File: src/rtl/ns_quantizer.sv
// ns_quantizer: multi-channel requantizer from IN_W to OUT_W bits, with an
// optional first-order error-feedback (noise-shaping) path per channel.
//
// Pipeline: input register (stage 1) -> v register (stage 2) -> output register.
// A sample accepted at edge n appears on the outputs after edge n+2.
// Stage 1 forms v = x + E[ch]. Stage 2 rounds, clamps and forms the residual error.
// The residual is written back to E[ch] as the sample moves on to the output register.
// When the previous sample of the same channel is still in stage 2,
// its error is forwarded straight into stage 1.
//
// Optional feature: define NS_QUANTIZER_SAT_CNT_EN to add sat_cnt_o. This is a
// 16-bit saturating count of output transfers that carried sat_o = 1.

module ns_quantizer #(
    parameter int  IN_W  = 16,
    parameter int  OUT_W = 4,
    parameter int  N_CH  = 2,
    localparam int CH_W  = (N_CH > 1) ? $clog2(N_CH) : 1
) (
    input  logic                    clk_i,
    input  logic                    rst_ni,
    input  logic                    in_valid_i,
    output logic                    in_ready_o,
    input  logic [CH_W-1:0]         in_ch_i,
    input  logic signed [IN_W-1:0]  x_in_i,
    input  logic                    mode_i,
    output logic                    out_valid_o,
    input  logic                    out_ready_i,
    output logic [CH_W-1:0]         out_ch_o,
    output logic signed [OUT_W-1:0] q_out_o,
    output logic signed [IN_W-1:0]  err_o,
    output logic                    sat_o
`ifdef NS_QUANTIZER_SAT_CNT_EN
    ,
    output logic [15:0]             sat_cnt_o
`endif
);

    localparam int SHIFT = IN_W - OUT_W;
    localparam int W2    = IN_W + 2;

    // Rounding offset and clamp limits, all in the W2-bit internal format.
    localparam logic signed [W2-1:0] HALF = W2'(1) << (SHIFT - 1);
    localparam logic signed [W2-1:0] QMAX = {{(W2-OUT_W+1){1'b0}}, {(OUT_W-1){1'b1}}};
    localparam logic signed [W2-1:0] QMIN = {{(W2-OUT_W+1){1'b1}}, {(OUT_W-1){1'b0}}};
    localparam logic signed [W2-1:0] EMAX = {3'b000, {(IN_W-1){1'b1}}};
    localparam logic signed [W2-1:0] EMIN = {3'b111, {(IN_W-1){1'b0}}};

    // Reset-release flag so in_ready_o stays low while reset is asserted
    logic                   rst_done;

    // Stage 1: raw accepted sample
    logic                   s1_valid;
    logic                   s1_mode;
    logic                   s1_ch_ok;
    logic [CH_W-1:0]        s1_ch;
    logic signed [IN_W-1:0] s1_x;

    // Stage 2: feedback-corrected value
    logic                   s2_valid;
    logic                   s2_ch_ok;
    logic [CH_W-1:0]        s2_ch;
    logic signed [W2-1:0]   s2_v;

    // Per-channel error memory
    logic signed [IN_W-1:0] e_mem [N_CH];

    // Combinational datapath
    logic signed [IN_W-1:0] fb;
    logic signed [W2-1:0]   v;
    logic signed [W2-1:0]   r;
    logic signed [W2-1:0]   q_cl;
    logic                   q_sat;
    logic signed [W2-1:0]   e_full;
    logic signed [IN_W-1:0] e_sat;

    // Handshake chain, evaluated from the output backwards
    logic out_free;
    logic s2_adv;
    logic s2_free;
    logic s1_adv;
    logic accept;
    logic in_ch_ok;

    assign out_free   = !out_valid_o || out_ready_i;
    assign s2_adv     = s2_valid && out_free;
    assign s2_free    = !s2_valid || s2_adv;
    assign s1_adv     = s1_valid && s2_free;
    assign in_ready_o = rst_done && (!s1_valid || s1_adv);
    assign accept     = in_valid_i && in_ready_o;
    assign in_ch_ok   = (int'(in_ch_i) < N_CH);

    // Stage 1: select the feedback term (forwarded from stage 2 or stored) and form v
    always_comb begin
        // NOTE: every always_comb output gets a default first so no path can infer a latch.
        fb = '0;
        if (s1_mode && s1_ch_ok) begin
            if (s2_valid && s2_ch_ok && (s2_ch == s1_ch)) begin
                fb = e_sat;
            end else begin
                fb = e_mem[s1_ch];
            end
        end
        v = W2'(s1_x) + W2'(fb);
    end

    // Stage 2: round half toward +inf, clamp to OUT_W, derive the clamped residual
    always_comb begin
        r     = (s2_v + HALF) >>> SHIFT;
        q_cl  = r;
        q_sat = 1'b0;
        if (r > QMAX) begin
            q_cl  = QMAX;
            q_sat = 1'b1;
        end else if (r < QMIN) begin
            q_cl  = QMIN;
            q_sat = 1'b1;
        end
        e_full = s2_v - (q_cl <<< SHIFT);
        e_sat  = e_full[IN_W-1:0];
        if (e_full > EMAX) begin
            e_sat = EMAX[IN_W-1:0];
        end else if (e_full < EMIN) begin
            e_sat = EMIN[IN_W-1:0];
        end
    end

    // Reset-release flag: set on the first clock edge after rst_ni rises
    always_ff @(posedge clk_i or negedge rst_ni) begin
        // NOTE: sequential state uses non-blocking assignments so all flops update together.
        if (!rst_ni) begin
            rst_done <= 1'b0;
        end else begin
            rst_done <= 1'b1;
        end
    end

    // Stage 1 register: capture accepted samples
    always_ff @(posedge clk_i or negedge rst_ni) begin
        if (!rst_ni) begin
            s1_valid <= 1'b0;
            s1_mode  <= 1'b0;
            s1_ch_ok <= 1'b0;
            s1_ch    <= '0;
            s1_x     <= '0;
        end else begin
            if (in_ready_o) begin
                s1_valid <= in_valid_i;
            end
            if (accept) begin
                s1_mode  <= mode_i;
                s1_ch_ok <= in_ch_ok;
                s1_ch    <= in_ch_i;
                s1_x     <= x_in_i;
            end
        end
    end

    // Stage 2 register: capture the feedback-corrected value
    always_ff @(posedge clk_i or negedge rst_ni) begin
        if (!rst_ni) begin
            s2_valid <= 1'b0;
            s2_ch_ok <= 1'b0;
            s2_ch    <= '0;
            s2_v     <= '0;
        end else begin
            if (s2_free) begin
                s2_valid <= s1_valid;
            end
            if (s1_adv) begin
                s2_ch_ok <= s1_ch_ok;
                s2_ch    <= s1_ch;
                s2_v     <= v;
            end
        end
    end

    // Output register: hold the result stable until the consumer takes it
    always_ff @(posedge clk_i or negedge rst_ni) begin
        if (!rst_ni) begin
            out_valid_o <= 1'b0;
            out_ch_o    <= '0;
            q_out_o     <= '0;
            err_o       <= '0;
            sat_o       <= 1'b0;
        end else begin
            if (out_free) begin
                out_valid_o <= s2_valid;
            end
            if (s2_adv) begin
                out_ch_o <= s2_ch;
                q_out_o  <= q_cl[OUT_W-1:0];
                err_o    <= e_sat;
                sat_o    <= q_sat;
            end
        end
    end

    // Error memory: write the residual as each valid-channel sample leaves stage 2
    always_ff @(posedge clk_i or negedge rst_ni) begin
        // NOTE: this memory is cleared on reset, so the first feedback term on each channel is zero.
        if (!rst_ni) begin
            for (int i = 0; i < N_CH; i++) begin
                e_mem[i] <= '0;
            end
        end else if (s2_adv && s2_ch_ok) begin
            e_mem[s2_ch] <= e_sat;
        end
    end

`ifdef NS_QUANTIZER_SAT_CNT_EN
    // Saturating count of output transfers flagged as clamped
    always_ff @(posedge clk_i or negedge rst_ni) begin
        if (!rst_ni) begin
            sat_cnt_o <= '0;
        end else if (out_valid_o && out_ready_i && sat_o && (sat_cnt_o != 16'hFFFF)) begin
            sat_cnt_o <= sat_cnt_o + 16'd1;
        end
    end
`endif

endmodule
File: config.mk
export PLATFORM = sky130hd
export DESIGN_NAME = ns_quantizer
export DESIGN_NICKNAME = d
export VERILOG_FILES = /design/src/rtl/ns_quantizer.sv
export SDC_FILE = /design/constraint.sdc
export NUM_CORES = 1
export LEC_CHECK = 0
export ABC_AREA = 1
export BUFFER_PORTS_ARGS = -buffer_cell sky130_fd_sc_hd__buf_2
export CORE_ASPECT_RATIO = 0.7
export CORE_MARGIN = 5
export CORE_UTILIZATION = 56
export CTS_BUF_LIST = sky130_fd_sc_hd__clkbuf_2
export DETAILED_ROUTE_END_ITERATION = 12
export GPL_TIMING_DRIVEN = 0
export PLACE_DENSITY_LB_ADDON = 0.1
export SLEW_MARGIN = 20
export SYNTH_ARGS = -nofsm -noshare
export SYNTH_HDL_FRONTEND = slang
export SYNTH_SLANG_ARGS = --single-unit
File: constraint.sdc
create_clock -name clk_i -period 4.4 [get_ports clk_i]
set_clock_uncertainty 0.05 [all_clocks]
set_input_delay 0.44 -clock clk_i [delete_from_list [all_inputs] [get_ports clk_i]]
set_output_delay 0.44 -clock clk_i [all_outputs]
set_load 0.01 [all_outputs]
==> impl_metrics.ini, run 1 <==
[place]
gp_congestion = 0.914
dpl.hpwl_um = 10900
port_buffers = 45
place_area_um2 = 5980

[synthesis]
synthAdderAreaFrac = 0.0556
synthFlopType = dfrtp_1
synth_top_family_by_area = simple AND/OR/NAND/NOR gates
async_reset_ff_frac = 1.00
synthesis.area_um2 = 5540
synthMuxAreaShare = 0.0346
yosys.area_share.simple = 0.260
synth_top_area_cell = dfrtp_1
synth_edf_count = 0
synth_most_common_cell = nand2_1
synth_compound_area_frac = 0.109
synth_top_area_frac = 0.434
synth.area.top_cells = dfrtp_1, nand2_1, nand3_1
ys_top_cells_by_count = nand2_1, dfrtp_1, inv_1
avgSynthCellArea_um2 = 7.78
synth_cells = 712
yosysSeqAreaShare = 0.434
synth_cell_types = 35
yosysWarnings = 0
synth_xor_area_frac = 0.0142
synth_seq_cells = 96
syn_nets = 758

[run_status]
failed_checks = negative setup slack
status = complete, but fails checks

[clock_network]
cts_tree = done
clk_pin_slew_ns = 0.28
cts.sinks = 96
htree_levels = 3
cts-root-buf = clkbuf_2
clockBufferDepth = 2
clkLatencyLatePin_ns = 0.64
cts_buffers = 9

[floorplanning]
die_area_um2 = 12000
die_h_um = 93.2
floorplan.initialDensity = 0.572
num_io_pins = 46
core_area_um2 = 9680
rows = 30
die_x_um = 129

[routing]
viasPerCell = 5.58
wirelength_um = 16600
detail_route.wl_per_cell_um = 17.1
drcViolationCount = 0
dr.pass1.iters = 6
via_count = 5407
drt_iter0_markers = 504
ant_nets = 0

[cells_and_area]
postLayoutCellArea_um2 = 7320
syn_to_final_growth_pct = 32.2
n_antenna_cell = 0
nets = 882
utilization = 0.756
drive_gt1_frac = 0.325

[timing]
fin_ws_ns = -0.312
hold_viol = 0
slew_headroom = 0.163
finalSetupViolations = 13
rsz0062_at_grt = yes
tns_ns = -2.32
period_share = 1.07
worstMarginPinSlew_ns = 1.25
finalCriticalPeriod_ns = 4.71
slew_viol_final = 0
fmax_ghz = 0.212

[setup_path]
cp_max_fo = 8
end_kind = flop
worstReg2RegStart = s2_v[11]
slowest_stage = dfrtp_2
startpoint_type = flop
crit_start = s2_v[11]
worst-endpoint-arrival_ns = 5.20
path_common_cell = nand2_2
crit_required_ns = 4.88
max_stage_delay_ns = 0.51
path_class = flop to flop

[flow_run]
maxCapViolCount = 0

[grt]
grt_pass1_vias = 5332
grt_max_degree = 53
antenna_found_initial = 0
grt_use_total = 0.275
globalRouteOverflowTotal = 0
grt_pass1_wl_um = 26000

[hold_path]
min_from = in_ch_i
hp-class = primary input to flop
[cell usage in the layout (no fill, tap or decap), types with 9 or more instances in the layout]
| cell type | n |
|---|---|
| a21oi_1 | 24 |
| buf_2 | 45 |
| buf_4 | 47 |
| buf_6 | 12 |
| clkbuf_1 | 19 |
| clkbuf_2 | 9 |
| dfrtp_1 | 93 |
| dlygate4sd3_1 | 18 |
| ha_4 | 17 |
| inv_1 | 69 |
| inv_2 | 18 |
| mux2_2 | 17 |
| nand2_1 | 165 |
| nand2_2 | 40 |
| nand3_1 | 68 |
| nand3_2 | 10 |
| nor2_1 | 21 |
| o21ai_0 | 34 |
| o21ai_1 | 22 |
[worst max-delay path, delay by kind of cell, from the launching register on]
| kind | cells | cell delay, ns |
|---|---|---|
| AND/OR/NAND/NOR | 19 | 2.04 |
| adder cells (fa/ha/maj) | 4 | 1.10 |
| buffers and inverters | 6 | 0.52 |
| flip-flops | 1 | 0.51 |
| AO/OA/AOI/OAI | 4 | 0.41 |
[per-layer routing]
metal  up-vias  global-route usage  part of all wire
met3        39              0.0731             0.077
met2       237               0.434              0.47
met5         -                   0                 0
met1      2581               0.376              0.43
li1       2550                   -                 -
met4         0              0.0743             0.027
[final cells by class]
class,count,area [um^2]
Sequential cell,96,2410
Clock inverter,7,128
Multi-Input combinational cell,496,3230
Inverter,89,337
Clock buffer,9,45.0
Tap cell,128,160
Buffer,31,193
Fill cell,720,2360
Timing Repair Buffer,113,818
[logic make-up (layout without fill, tap and decap cells)]
| logic type | Yosys count | count (layout) |
|---|---|---|
| AOI/OAI and AO/OA | 112 | 112 |
| xor gates and xnor gates | 9 | 9 |
| adders and majority gates | 24 | 24 |
| buffers and inverters | 120 | 249 |
| DFF | 96 | 96 |
| muxes | 17 | 17 |
| other | 1 | 1 |
| and+or+nand+nor | 333 | 333 |
[flip-flops by register name (all words and copies together), names as in the netlist, 4 cells and up]
name,flops
e_mem,32
s2_v,17
err_o,16
s1_x,16
q_out_o,4
[through the flow]
stage	setup WS, ns	hold WS, ns	instances
finish	-0.312	0.00715	969
detailed placement	-0.732	0.351	886
floorplan	0.0228	0.0944	712
global placement	-0.617	0.406	885
CTS	-0.0910	0.00467	961
global route	-0.496	-0.00745	969
[what timing repair did]
item                       CTS  global route
setup endpoints to repair   13            15
resized for setup           75            75
hold endpoints to repair    61             0
hold buffers                18             0
setup buffers               41            12
cloned                       0             0
pin swaps                   49            62
[final timing paths]
check,cells past startpoint,slack [ns],endpoint
setup / recovery,33,-0.31,s2_v[16]
max in group asynchronous,3,3.50,e_mem[19]
hold / removal,3,0.007,s1_ch
hold reg to reg,2,0.46,err_o[13]
min in group asynchronous,2,0.21,err_o[3]
setup reg to reg,33,-0.31,s2_v[16]
Power of run 1 is left out: the tool's default activity adds up to more than one toggle a clock period on the data nets, which glitch-free logic cannot reach.
==> run 2: changes to the inputs <==
--- a/config.mk
+++ b/config.mk
@@ -9,7 +9,7 @@
 export BUFFER_PORTS_ARGS = -buffer_cell sky130_fd_sc_hd__buf_2
 export CORE_ASPECT_RATIO = 0.7
 export CORE_MARGIN = 5
-export CORE_UTILIZATION = 56
+export CORE_UTILIZATION = 60
 export CTS_BUF_LIST = sky130_fd_sc_hd__clkbuf_2
 export DETAILED_ROUTE_END_ITERATION = 12
 export GPL_TIMING_DRIVEN = 0
==> constraint.sdc (replaced) <==
create_clock -name clk_i -period 4.9 [get_ports clk_i]
set_clock_uncertainty 0.05 [all_clocks]
set_input_delay 0.49 -clock clk_i [delete_from_list [all_inputs] [get_ports clk_i]]
set_output_delay 0.49 -clock clk_i [all_outputs]
set_load 0.01 [all_outputs]
==> impl_metrics.ini, run 2 (synthesis gave the netlist of run 1 again) <==
[clock_network]
cts.sinks = 96
cts-root-buf = clkbuf_2
cts_buffers = 9
cts_tree = done
clkLatencyLatePin_ns = 0.58
htree_levels = 3
clockBufferDepth = 2
clk_pin_slew_ns = 0.24

[grt]
grt_use_total = 0.249
grt_pass1_wl_um = 22800
grt_pass1_vias = 4665
antenna_found_initial = 0
grt_max_degree = 66
globalRouteOverflowTotal = 0

[cells_and_area]
n_antenna_cell = 0
largest_reg_flops = 32
drive_gt1_frac = 0.236
final-seq-area_um2 = 2400
largest-register = e_mem
syn_to_final_growth_pct = 18.8
n_fill_cell = 707
postLayoutCellArea_um2 = 6580
final_common_cell = nand2_1
multi_input_area_um2 = 2960
top_regs = e_mem (32), s2_v (17)
final_cell_mix = nand2_1, dfrtp_1, inv_1
nets = 834

[routing]
detail_route.wl_per_cell_um = 16.1
dr.pass1.iters = 6
ant_nets = 0
drt_iter0_markers = 506
viasPerCell = 5.66
via_count = 5182
drcViolationCount = 0
wirelength_um = 14700

[setup_path]
cp_max_fo = 10
path_class = flop to flop
crit_required_ns = 5.32
max_stage_delay_ns = 0.49
crit_buf_inv = 5
worst-endpoint-arrival_ns = 5.23
critPathTopFamily = simple AND/OR/NAND/NOR gates
startpoint_type = flop
end_kind = flop
path_common_cell = nand2_1
slowest_stage = dfrtp_2

[timing]
slew_headroom = 0.358
period_share = 0.981
slew_viol_final = 0
hold_viol = 0
worstMarginPinSlew_ns = 0.955
finalCriticalPeriod_ns = 4.81
fmax_ghz = 0.208
finalSetupViolations = 0
fin_ws_ns = 0.0941

[hold_path]
hp-class = primary input to flop

[place]
gp_congestion = 0.913
port_buffers = 45
place_area_um2 = 5950
dpl.hpwl_um = 10600
pre_cts_ws_ns = -0.478

[flow_run]
maxCapViolCount = 0

[floorplanning]
core_area_um2 = 9030
die_area_um2 = 11300
num_io_pins = 46
die_x_um = 125
floorplan.initialDensity = 0.613
rows = 29
die_h_um = 90.4

[run_status]
status = finished, final reports clean
run 2: worst reg2reg max path: cells and delay by family (launching register included):
kind / cells / cell delay, ns
simple gates: 20 / 2.29
fa+ha+maj: 4 / 1.00
compound gates: 4 / 0.51
flops: 1 / 0.49
buf+inv: 5 / 0.37
run 2: per-stage QoR:
stage / hold WS (ns) / util / instances / setup TNS (ns)
3_3_place_gp: 0.406 / 0.655 / 881 / -1.16
2_1_floorplan: 0.144 / - / 712 / 0
6_report: 0.0687 / 0.728 / 916 / 0
4_1_cts: 0.0358 / 0.685 / 901 / 0
5_1_grt: 0.00817 / 0.728 / 916 / -0.382
3_5_place_dp: 0.345 / 0.659 / 882 / -1.71
run 2: routing by layer:
metal  GRT usage  vias up  wire, um
li1            -     2456         -
met1       0.356     2495      6660
met2       0.392      202      6790
met3      0.0603       29      1060
met4      0.0460        0       214
met5           0        -         0
run 2: final timing paths:
path / cells after the start / slack, ns / to / from
max: 33 / 0.09 / s2_v[15] / s2_v[11]
max in group asynchronous: 3 / 3.89 / err_o[7] / rst_ni
min in group asynchronous: 2 / 0.26 / rst_done / rst_ni
max reg2reg: 33 / 0.09 / s2_v[15] / s2_v[11]
min: 2 / 0.07 / s1_x[10] / x_in_i[10]
min reg2reg: 2 / 0.45 / err_o[9] / err_o[9]
run 2: final cells by class:
class                           count  share of cell area
Buffer                             31              0.0304
Inverter                           89              0.0511
Timing Repair Buffer               65              0.0610
Clock inverter                      5              0.0110
Sequential cell                    96               0.365
Tap cell                          124              0.0236
Clock buffer                       10             0.00760
Multi-Input combinational cell    496               0.450
run 2: repair_timing:
action                     in CTS  in global routing
hold endpoints to repair       31                  0
hold buffers                    1                  0
cloned                          0                  1
setup endpoints to repair       8                 10
pin swaps                       4                 30
buffers inserted                3                 14
gates resized for setup        19                 61
Power of run 2 is left out for the same reason.
==> run 3: changes to the inputs <==
--- a/config.mk
+++ b/config.mk
@@ -13,7 +13,8 @@
 export CTS_BUF_LIST = sky130_fd_sc_hd__clkbuf_2
 export DETAILED_ROUTE_END_ITERATION = 12
 export GPL_TIMING_DRIVEN = 0
-export PLACE_DENSITY_LB_ADDON = 0.1
+export PLACE_DENSITY = 0.8
+export SKIP_CTS_REPAIR_TIMING = 1
 export SLEW_MARGIN = 20
 export SYNTH_ARGS = -nofsm -noshare
 export SYNTH_HDL_FRONTEND = slang
==> impl_metrics.ini, run 3 (synthesis gave the netlist of run 1 again) <==
[timing]
fmax_ghz = 0.205
hold_viol = 0
period_share = 0.998
slew_viol_final = 0
worstMarginPinSlew_ns = 1.04
finalSetupViolations = 0
tns_ns = 0
finalCriticalPeriod_ns = 4.89
slew_headroom = 0.303
hold_slack_ns = 0.0420

[cells_and_area]
final_common_cell = nand2_1
utilization = 0.739
final_cell_mix = nand2_1, dfrtp_1, inv_1
largest-register = e_mem
top_regs = e_mem (32), s2_v (17)
drive_gt1_frac = 0.263
nets = 848
n_antenna_cell = 0
postLayoutCellArea_um2 = 6680
n_fill_cell = 696
largest_reg_flops = 32
syn_to_final_growth_pct = 20.6

[place]
port_buffers = 45
place_area_um2 = 5950
dpl.hpwl_um = 10900
gp_congestion = 0.909

[grt]
globalRouteOverflowTotal = 0
grt_pass1_vias = 4856
antenna_found_initial = 0
grt_pass1_wl_um = 23300
grt_use_total = 0.253
grt_max_degree = 65

[setup_path]
crit_buf_inv = 5
cp_max_fo = 5
crit_required_ns = 5.37
end_kind = flop
max_stage_delay_ns = 0.52
path_class = flop to flop
path_common_cell = nand2_2
reg2regPathDepth = 32
worst-endpoint-arrival_ns = 5.35
slowest_stage = dfrtp_2
critPathTopFamily = simple AND/OR/NAND/NOR gates
cp.depth = 32
startpoint_type = flop

[floorplanning]
die_area_um2 = 11300
core_area_um2 = 9030
rows = 29
floorplan.initialDensity = 0.613
die_h_um = 90.4
num_io_pins = 46
die_x_um = 125

[clock_network]
clk_pin_slew_ns = 0.25
htree_levels = 3
clockBufferDepth = 2
clkLatencyLatePin_ns = 0.60
cts-root-buf = clkbuf_2
cts_buffers = 9
cts_tree = done
cts.sinks = 96

[routing]
wirelength_um = 15500
viasPerCell = 5.63
detail_route.wl_per_cell_um = 16.7
drcViolationCount = 0
drt_iter0_markers = 528
dr.pass1.iters = 5
ant_nets = 0
via_count = 5232

[hold_path]
hp-class = primary input to flop
min_path_cells = 2

[run_status]
status = finished, final reports clean

[flow_run]
maxCapViolCount = 0
run 3: worst paths after layout:
check	from	endpoint	slack, ns
min	x_in_i[12]	s1_x[12]	0.04
min in group asynchronous	rst_ni	sat_o	0.24
max	s2_v[11]	s2_v[11]	0.01
min reg2reg	err_o[0]	err_o[0]	0.46
max in group asynchronous	rst_ni	s2_v[6]	3.89
max reg2reg	s2_v[11]	s2_v[11]	0.01
run 3: final cells by class:
class	count	area (um^2)	area share
Multi-Input combinational cell	496	2990	0.447
Sequential cell	96	2400	0.360
Timing Repair Buffer	79	522	0.0781
Inverter	89	337	0.0504
Buffer	31	200	0.0300
Tap cell	124	155	0.0232
Clock buffer	10	50.0	0.00749
Clock inverter	4	23.8	0.00356
run 3: through the flow:
| stage | worst slack [ns] | std cells |
|---|---|---|
| 2_1_floorplan | 0.271 | 712 |
| 3_3_place_gp | -0.382 | 881 |
| 3_5_place_dp | -0.659 | 882 |
| 4_1_cts | -0.710 | 896 |
| 5_1_grt | -0.249 | 929 |
| 6_report | 0.0110 | 929 |
run 3: metal layers:
layer / routed length [um] / GRT usage
met1: 6830 / 0.349
met2: 7230 / 0.410
met3: 1160 / 0.0508
met4: 276 / 0.0695
met5: 0 / 0
Power of run 3 is left out for the same reason.
